File: config.mk
export PLATFORM = sky130hd
export DESIGN_NAME = step_ctrl_flat
export DESIGN_NICKNAME = d
export VERILOG_FILES = /design/src/rtl/step_ctrl_pkg.sv /design/src/rtl/step_ctrl_if.sv /design/src/rtl/step_ctrl_sync_debounce.sv /design/src/rtl/step_ctrl.sv /design/src/flat_wrapper.sv
export SDC_FILE = /design/constraint.sdc
export NUM_CORES = 1
export LEC_CHECK = 0
export CORE_ASPECT_RATIO = 0.8
export CORE_UTILIZATION = 45
export CTS_CLUSTER_DIAMETER = 100
export DETAILED_ROUTE_END_ITERATION = 7
export REMOVE_ABC_BUFFERS = 1
export SLEW_MARGIN = 10
export SYNTH_ARGS = -nofsm -noshare
export SYNTH_HDL_FRONTEND = slang
export SYNTH_SLANG_ARGS = --single-unit
File: constraint.sdc
create_clock -name clk -period 5.85 [get_ports clk]
set_input_delay 0.585 -clock clk [delete_from_list [all_inputs] [get_ports clk]]
set_output_delay 0.585 -clock clk [all_outputs]
set_load 0.03 [all_outputs]
File: src/rtl/step_ctrl_pkg.sv
// Shared definitions for the step controller: button FSM state encoding and
// a small helper used to size the internal counters.
package step_ctrl_pkg;

    localparam logic [2:0] ST_IDLE   = 3'd0;
    localparam logic [2:0] ST_DEB_DN = 3'd1;
    localparam logic [2:0] ST_FIRE   = 3'd2;
    localparam logic [2:0] ST_HELD   = 3'd3;
    localparam logic [2:0] ST_DEB_UP = 3'd4;

    typedef enum logic [2:0] {
        IDLE   = ST_IDLE,
        DEB_DN = ST_DEB_DN,
        FIRE   = ST_FIRE,
        HELD   = ST_HELD,
        DEB_UP = ST_DEB_UP
    } btn_state_t;

    function automatic int max_int(input int a, input int b);
        return (a > b) ? a : b;
    endfunction

endpackage

File: src/rtl/step_ctrl_if.sv
// Operator-facing signals of the step controller: raw button/switch in,
// clean step enable, step count and status levels out.
interface step_ctrl_if #(
    parameter int CNT_W = 16
);

    logic             buttom;
    logic             run_sw;
    logic             step_en;
    logic [CNT_W-1:0] step_cnt;
    logic             btn_db;
    logic             run_mode;

    modport master (
        input  buttom,
        input  run_sw,
        output step_en,
        output step_cnt,
        output btn_db,
        output run_mode
    );

    modport slave (
        output buttom,
        output run_sw,
        input  step_en,
        input  step_cnt,
        input  btn_db,
        input  run_mode
    );

endinterface

File: src/rtl/step_ctrl_sync_debounce.sv
// Two-flop synchronizer followed by a stability filter: the level output only
// follows the synchronized input after DEB_CYCLES consecutive differing samples.
module step_ctrl_sync_debounce #(
    parameter int DEB_CYCLES = 500000
) (
    input  logic clk,
    input  logic rst_n,
    input  logic din,
    output logic synced,
    output logic level
);

    localparam int DW = $clog2(DEB_CYCLES);

    logic          meta;
    logic [DW-1:0] cnt;

    always_ff @(posedge clk or negedge rst_n) begin
        if (!rst_n) begin
            meta   <= 1'b0;
            synced <= 1'b0;
        end else begin
            meta   <= din;
            synced <= meta;
        end
    end

    // Any sample that agrees with the current level restarts the stability run.
    always_ff @(posedge clk or negedge rst_n) begin
        if (!rst_n) begin
            cnt   <= '0;
            level <= 1'b0;
        end else if (synced == level) begin
            cnt <= '0;
        end else if (cnt == DW'(DEB_CYCLES - 1)) begin
            level <= synced;
            cnt   <= '0;
        end else begin
            cnt <= cnt + 1'b1;
        end
    end

endmodule

File: src/rtl/step_ctrl.sv
// Turns a bouncy step button and a run/step switch into a single-cycle datapath
// clock enable, and counts the steps issued since reset.
module step_ctrl
    import step_ctrl_pkg::*;
#(
    parameter int DEB_CYCLES = 500000,
    parameter int RUN_DIV    = 25,
    parameter int CNT_W      = 16
) (
    input logic        clk,
    input logic        rst,
    step_ctrl_if.master bus
);

    localparam int CW = $clog2(max_int(DEB_CYCLES, RUN_DIV));

    logic             rst_meta;
    logic             rst_n;
    logic             btn_sync;
    logic             btn_level_unused;
    logic             run_sync_unused;
    logic             run_mode;
    btn_state_t       state;
    btn_state_t       state_nxt;
    logic [CW-1:0]    deb_cnt;
    logic [CW-1:0]    deb_cnt_nxt;
    logic [CW-1:0]    div_cnt;
    logic             run_tick;
    logic             step_en;
    logic [CNT_W-1:0] step_cnt;

    // Reset asserts immediately but is released only after two clean clock edges.
    always_ff @(posedge clk or negedge rst) begin
        if (!rst) begin
            rst_meta <= 1'b0;
            rst_n    <= 1'b0;
        end else begin
            rst_meta <= 1'b1;
            rst_n    <= rst_meta;
        end
    end

    step_ctrl_sync_debounce #(.DEB_CYCLES(DEB_CYCLES)) u_run_db (
        .clk    (clk),
        .rst_n  (rst_n),
        .din    (bus.run_sw),
        .synced (run_sync_unused),
        .level  (run_mode)
    );

    // The button only needs the synchronizer; its debounce lives in the FSM below.
    step_ctrl_sync_debounce #(.DEB_CYCLES(DEB_CYCLES)) u_btn_sync (
        .clk    (clk),
        .rst_n  (rst_n),
        .din    (bus.buttom),
        .synced (btn_sync),
        .level  (btn_level_unused)
    );

    always_ff @(posedge clk or negedge rst_n) begin
        if (!rst_n) begin
            state   <= IDLE;
            deb_cnt <= '0;
        end else begin
            state   <= state_nxt;
            deb_cnt <= deb_cnt_nxt;
        end
    end

    always_comb begin
        state_nxt   = state;
        deb_cnt_nxt = deb_cnt;
        if (run_mode) begin
            state_nxt   = IDLE;
            deb_cnt_nxt = '0;
        end else begin
            case (state)
                IDLE: begin
                    if (btn_sync) begin
                        state_nxt   = DEB_DN;
                        deb_cnt_nxt = '0;
                    end
                end
                DEB_DN: begin
                    if (!btn_sync) begin
                        state_nxt   = IDLE;
                        deb_cnt_nxt = '0;
                    end else if (deb_cnt == CW'(DEB_CYCLES - 1)) begin
                        state_nxt   = FIRE;
                        deb_cnt_nxt = '0;
                    end else begin
                        deb_cnt_nxt = deb_cnt + 1'b1;
                    end
                end
                FIRE: begin
                    state_nxt = HELD;
                end
                HELD: begin
                    if (!btn_sync) begin
                        state_nxt   = DEB_UP;
                        deb_cnt_nxt = '0;
                    end
                end
                DEB_UP: begin
                    if (btn_sync) begin
                        state_nxt   = HELD;
                        deb_cnt_nxt = '0;
                    end else if (deb_cnt == CW'(DEB_CYCLES - 1)) begin
                        state_nxt   = IDLE;
                        deb_cnt_nxt = '0;
                    end else begin
                        deb_cnt_nxt = deb_cnt + 1'b1;
                    end
                end
                default: begin
                    state_nxt   = IDLE;
                    deb_cnt_nxt = '0;
                end
            endcase
        end
    end

    // Divider is held at zero outside run mode so each run period starts fresh.
    always_ff @(posedge clk or negedge rst_n) begin
        if (!rst_n) begin
            div_cnt <= '0;
        end else if (!run_mode || run_tick) begin
            div_cnt <= '0;
        end else begin
            div_cnt <= div_cnt + 1'b1;
        end
    end

    assign run_tick = run_mode && (div_cnt == CW'(RUN_DIV - 1));
    assign step_en  = (state == FIRE) || run_tick;

    always_ff @(posedge clk or negedge rst_n) begin
        if (!rst_n) begin
            step_cnt <= '0;
        end else if (step_en) begin
            step_cnt <= step_cnt + 1'b1;
        end
    end

    assign bus.step_en  = step_en;
    assign bus.step_cnt = step_cnt;
    assign bus.btn_db   = (state == FIRE) || (state == HELD) || (state == DEB_UP);
    assign bus.run_mode = run_mode;

endmodule

File: src/flat_wrapper.sv
// flat-port wrapper written by rule: the top's interface ports become plain ports
module step_ctrl_flat import step_ctrl_pkg::*;
#(
    parameter int DEB_CYCLES = 500000,
    parameter int RUN_DIV    = 25,
    parameter int CNT_W      = 16
)
  (clk, rst, bus_buttom, bus_run_sw, bus_step_en, bus_step_cnt, bus_btn_db, bus_run_mode);
  step_ctrl_if #(.CNT_W(CNT_W)) bus_i ();
  input logic clk;
  input logic rst;
  input wire logic [$bits(bus_i.buttom)-1:0] bus_buttom;
  input wire logic [$bits(bus_i.run_sw)-1:0] bus_run_sw;
  output wire logic [$bits(bus_i.step_en)-1:0] bus_step_en;
  output wire logic [$bits(bus_i.step_cnt)-1:0] bus_step_cnt;
  output wire logic [$bits(bus_i.btn_db)-1:0] bus_btn_db;
  output wire logic [$bits(bus_i.run_mode)-1:0] bus_run_mode;
  assign bus_i.buttom = bus_buttom;
  assign bus_i.run_sw = bus_run_sw;
  assign bus_step_en = bus_i.step_en;
  assign bus_step_cnt = bus_i.step_cnt;
  assign bus_btn_db = bus_i.btn_db;
  assign bus_run_mode = bus_i.run_mode;
  step_ctrl #(.DEB_CYCLES(DEB_CYCLES), .RUN_DIV(RUN_DIV), .CNT_W(CNT_W)) u_core (.clk(clk), .rst(rst), .bus(bus_i));
endmodule
Word-level counts from Yosys, hierarchy flattened
Index checks and enable logic that the tools add are counted.

Add/sub/neg operators: 4. Equal/unequal tests: 13. Mux-type cells: 18. Bitwise operators: 1. Reduce and logical (&&, ||, !) cells: 10.

Operators with widths (count): 19-bit two-way mux (9); 19-bit one-hot mux with 5 select lines (1); 19-bit by 1-bit adder with 19-bit output (second input constant) (3); 19-bit equality test (second input constant) (2); 3-bit two-way mux (7); 19-bit by 5-bit equality test with 1-bit output (second input constant) (1); 16-bit by 1-bit adder with 16-bit output (second input constant) (1); 3-bit one-hot mux with 5 select lines (1); 4-bit by 3-bit inequality test with 1-bit output (second input constant) (2); 3-bit by 2-bit equality test with 1-bit output (second input constant) (2); 3-bit inequality test (second input constant) (2); 1-bit logical OR (4); 4-bit AND reduction (1); 3-bit by 1-bit equality test with 1-bit output (second input constant) (1); 3-bit equality test (second input constant) (1); 3-bit logical NOT (1); 3-bit AND reduction (1); 2-bit inequality test (second input constant) (1); 2-bit AND reduction (1); 1-bit equality test (1); 1-bit logical AND (1); 1-bit logical NOT (1); 1-bit NOT (1).

Bits in registers: 83. Bits of input ports: 4. Output and inout port bits: 19.

Logic depth before layout (Yosys ltp)
Depth after elaboration: 5. Mapped depth: 9.

Modules after synthesis
Synthesis repeated with hierarchy kept, for this count alone.

Cells, all modules: 517. Area total of the unflattened synthesis: 5167.5 um^2.

Modules (own cells, without submodules): step_ctrl (instances 1, cells each 307, area each 3007.9 um^2); step_ctrl_sync_debounce (instances 2, cells each 105, area each 1079.8 um^2).

Worst setup path after synthesis
No wires, ideal clock.

Path kind: register -> output. From: reg u_core.div_cnt[0]. To: out bus_step_en. Arrival time: 1633 ps. Setup slack: 3632 ps. Cell stages (with the launch flop): 8. Buffers on the path: 1. Cells stage by stage: dfrtp_1 -> inv_1 -> ha_1 -> nor4bb_1 -> nand3b_1 -> o32a_1 -> buf_6 -> clkinv_1.

Cells in the longest elaborated chain, start to end: 3.

RTL lines: from (decl) (line step_ctrl.sv:27) `logic [CW-1:0] div_cnt;`; from (signal assigned) (line step_ctrl.sv:130) `div_cnt <= div_cnt + 1'b1;`; 19-bit by 5-bit equality test with 1-bit output (line step_ctrl.sv:134) `assign run_tick = run_mode && (div_cnt == CW'(RUN_DIV - 1));`; 1-bit logical AND (line step_ctrl.sv:134); 1-bit logical OR (line step_ctrl.sv:135) `assign step_en = (state == FIRE) || run_tick;`; to (decl) (line flat_wrapper.sv:14) `output wire logic [$bits(bus_i.step_en)-1:0] bus_step_en;`.

No other way between the ends.

Worst setup path after layout
Same ends and word-level chain as after synthesis.

==> flow_summary_export.csv <==
group,metric,value,unit
outcome,outcome,"finished, final reports clean",
layout,final_cells,561,
layout,final_nets,453,
layout,fill_cells,781,
die,rows,30,
clock_tree,cts_tree,"done",
worst_setup_path,critPathCapture,"bus_step_en",
sta,period_needed,3402,ps
pwr,clkPwrFrac,0.485,
clock_tree,clk_path_buf_depth,2,
min_path,hold_class,"flip-flop to flip-flop",
layout,utilization,0.5439,
die,die_h,87.07,um
worst_setup_path,reg2reg_depth,7,
yosys,synth_edf_count,0,
pwr,ir_drop,0.1574,mV
placement,io_buffers,22,
global_route,grt_pass1_vias,2968,
die,start_util,0.4714,
die,dieWidth,108.3,um
sta,rsz0062_at_grt,"no",
worst_setup_path,endpoint_kind,"output pin",
worst_setup_path,rr_endpoint,"u_core.bus.step_cnt[5]",
flow_run,drv_cap,0,
detailed_routing,final_antenna_net_count,0,
sta,max_slew_margin,0.3263,
worst_setup_path,path_class,"flip-flop to output pin",
placement,detailed_place_hpwl,5209,um
worst_setup_path,rrSetupSlack,3600,ps
yosys,async_flop_share,1.000,
pwr,combPwrFrac,0.025,
worst_setup_path,crit_fanout,10,
detailed_routing,drt-total-wl,7850,um
detailed_routing,wl_per_cell,13.99,um
sta,fmax,0.2940,GHz
yosys,syn_area,0.004070,sq mm
clock_tree,clock-sinks,83,
pwr,pwr-share-seq,0.490,
placement,gp_congestion,0.8170,
sta,maxSlewViolCount,0,
pwr,p_switching,0.2541,mW
clock_tree,cts_buffers,9,
sta,tns,0,ps
detailed_routing,drt_iter0_markers,141,
clock_tree,post_cts_buffers,0,
global_route,grt_pass1_wl,13690,um
detailed_routing,vias,3058,
yosys,ys_warn_count,0,
worst_setup_path,arrival,2820,ps
yosys,ys_ff_latch,83,
pwr,p_int,0.9657,mW
pwr,p_sw_frac,0.2083,
die,ios,23,
yosys,synthFlopType,"dfrtp_1",
yosys,yosys.cell_types.count,42,
worst_setup_path,r2r_start,"u_core.div_cnt[0]",
clock_tree,clock_latency,330,ps
clock_tree,path_clk_slew,60,ps
worst_setup_path,cp_cell_sequence,"inv_1 -> ha_1 -> nor4bb_1 -> nand3b_1 -> o32a_1 -> clkinv_1 -> clkdlybuf4s50_1",
global_route,track_usage,0.1879,
yosys,synth.avg_cell_area,9.668,sq um
worst_setup_path,crit_start,"u_core.div_cnt[0]",
global_route,antenna_found_initial,0,
layout,drive_gt1_frac,0.04677,
worst_setup_path,crit_path_start_kind,"flip-flop",
sta,worstMarginPinSlew,1011,ps
placement,dpl_cell_area,0.004385,sq mm
die,dieArea,0.009432,sq mm
clock_tree,htreeDepth,3,
sta,finClkSkew,6.988,ps
pwr,power_density,259.8,mW/mm^2
placement,placed_cells,545,
layout,n_antenna_cell,0,
detailed_routing,dr.pass1.iters,4,
die,core,0.008633,sq mm
clock_tree,postCtsHoldBufs,0,
layout,area_growth,15.37,%
worst_setup_path,critPathMaxStageDelay,700,ps
sta,period_share,0.5815,
global_route,grt_max_degree,82,
clock_tree,cts-root-buf,"clkbuf_16",
yosys,ys_seq_area_frac,0.5103,
sta,setup-violations-final,0,
clock_tree,ctsResizeCount,0,
global_route,overflow,0,
pwr,power,1.220,mW
worst_setup_path,crit_path_top_delay_cell,"clkdlybuf4s50_1",
worst_setup_path,required,5270,ps
pwr,p_leak,1.942,nW
layout,stdcell_area,0.004696,sq mm
detailed_routing,drt-vias-per-instance,5.451,
detailed_routing,drc,0,
yosys,synthCells,421,
sta,hold_viol_final,0,
registers in the layout, indices dropped and copies added, names as in the netlist:
name,count
u_core.bus.step_cnt,16
u_core.deb_cnt,19
u_core.div_cnt,19
u_core.rst_meta,1
u_core.rst_n,1
u_core.state,3
u_core.u_btn_sync.meta,1
u_core.u_btn_sync.synced,1
u_core.u_run_db.cnt,19
u_core.u_run_db.level,1
u_core.u_run_db.meta,1
u_core.u_run_db.synced,1
cells in the mapped netlist, drive strengths merged (2+ instances only):
| library cell | count | area (sq um) |
|---|---|---|
| nor3 | 8 | 40.04 |
| or2 | 2 | 12.51 |
| or3 | 2 | 12.51 |
| dfrtp | 83 | 2077 |
| ha | 5 | 62.56 |
| nor4bb | 3 | 30.03 |
| o21ai | 12 | 60.06 |
| xnor2 | 31 | 271.5 |
| nor4 | 15 | 93.84 |
| and3 | 10 | 62.56 |
| nand2 | 39 | 146.4 |
| nor3b | 2 | 15.01 |
| nor2 | 58 | 217.7 |
| o31ai | 3 | 22.52 |
| clkbuf | 4 | 15.01 |
| a22o | 6 | 52.55 |
| nor4b | 3 | 32.53 |
| nand3 | 33 | 165.2 |
| xor2 | 19 | 166.4 |
| a21oi | 10 | 50.05 |
| o22ai | 2 | 12.51 |
| a21o | 4 | 30.03 |
| buf | 7 | 41.29 |
| nand4 | 15 | 93.84 |
| nand2b | 7 | 43.79 |
| a31oi | 8 | 50.05 |
| and4 | 7 | 61.31 |
| inv | 12 | 45.04 |
area by class of cell:
class | count | area (sq um) | share of cell area
Tap cell | 112 | 140.1 | 0.02984
Inverter | 13 | 48.80 | 0.01039
Sequential cell | 83 | 2081 | 0.4431
Timing Repair Buffer | 23 | 227.7 | 0.04849
Multi-Input combinational cell | 314 | 1888 | 0.4021
Clock inverter | 5 | 77.57 | 0.01652
Clock buffer | 11 | 232.7 | 0.04956
power by group through the flow:
| stage | logic, mW | clock network (mW) | registers (mW) |
|---|---|---|---|
| 2_1_floorplan | 0.0223 | 0 | 0.605 |
| 5_1_grt | 0.0343 | 0.635 | 0.602 |
| 3_3_place_gp | 0.0291 | 0 | 0.610 |
| 4_1_cts | 0.0298 | 0.607 | 0.599 |
| 6_report | 0.0300 | 0.592 | 0.598 |
| 3_5_place_dp | 0.0297 | 0 | 0.610 |
worst max-delay path: cells and delay by family, from the launching register on:
family          cells  cell delay (ps)
fa+ha+maj           1              140
flops               1              420
compound gates      1              510
simple gates        2              410
buf+inv             3             1000
stage by stage:
step                setup WS, ps  hold WS [ps]
global placement            2847         334.4
CTS                         2422         351.4
global route                2172         352.1
detailed placement          2800         337.8
finish                      2448         349.0
floorplan                   3367         289.4
metal layers:
| metal | part of all wire | routed length [um] | vias to the layer above | track usage |
|---|---|---|---|---|
| met5 | 0 | 0 | - | 0 |
| met4 | 0.0089 | 70 | 0 | 0.06757 |
| met3 | 0.035 | 275 | 5 | 0.05834 |
| met2 | 0.44 | 3457 | 39 | 0.2768 |
| met1 | 0.52 | 4046 | 1490 | 0.2612 |
| li1 | - | - | 1524 | - |
placed cells by master (no fill, tap or decap), types with 7 or more instances in the layout:
master,instances
dfrtp_1,82
nor2_1,58
nand2_1,39
nand3_1,33
xnor2_1,31
clkdlybuf4s50_1,22
xor2_1,19
nor4_1,15
nand4_1,15
inv_1,12
and3_1,10
o21ai_0,10
a21oi_1,10
clkbuf_16,9
nor3_1,8
a31oi_1,8
and4_1,7
nand2b_1,7
kinds of logic (layout without fill, tap and decap cells):
group | Yosys count | in the layout | synth area share
compound gates | 48 | 48 | 0.07532
flops | 83 | 83 | 0.5103
mux | 1 | 1 | 0.002766
simple gates | 209 | 209 | 0.2619
fa+ha+maj | 5 | 5 | 0.01537
xor+xnor | 50 | 50 | 0.1076
buf+inv | 24 | 52 | 0.02582
other cells | 1 | 1 | 0.0009213
worst min-delay path by stage:
stage                                 startpoint                  endpoint  slack [ps]  cells after the start
final                            u_core.rst_meta              u_core.rst_n         350                      0
after global routing      u_core.u_btn_sync.meta  u_core.u_btn_sync.synced         350                      0
after CTS                 u_core.u_btn_sync.meta  u_core.u_btn_sync.synced         350                      0
after detailed placement  u_core.u_btn_sync.meta  u_core.u_btn_sync.synced         340                      0
after global placement           u_core.rst_meta              u_core.rst_n         330                      0
after floorplan                              rst           u_core.rst_meta         290                      0
Note: power is estimated with default switching activity, not from simulation.
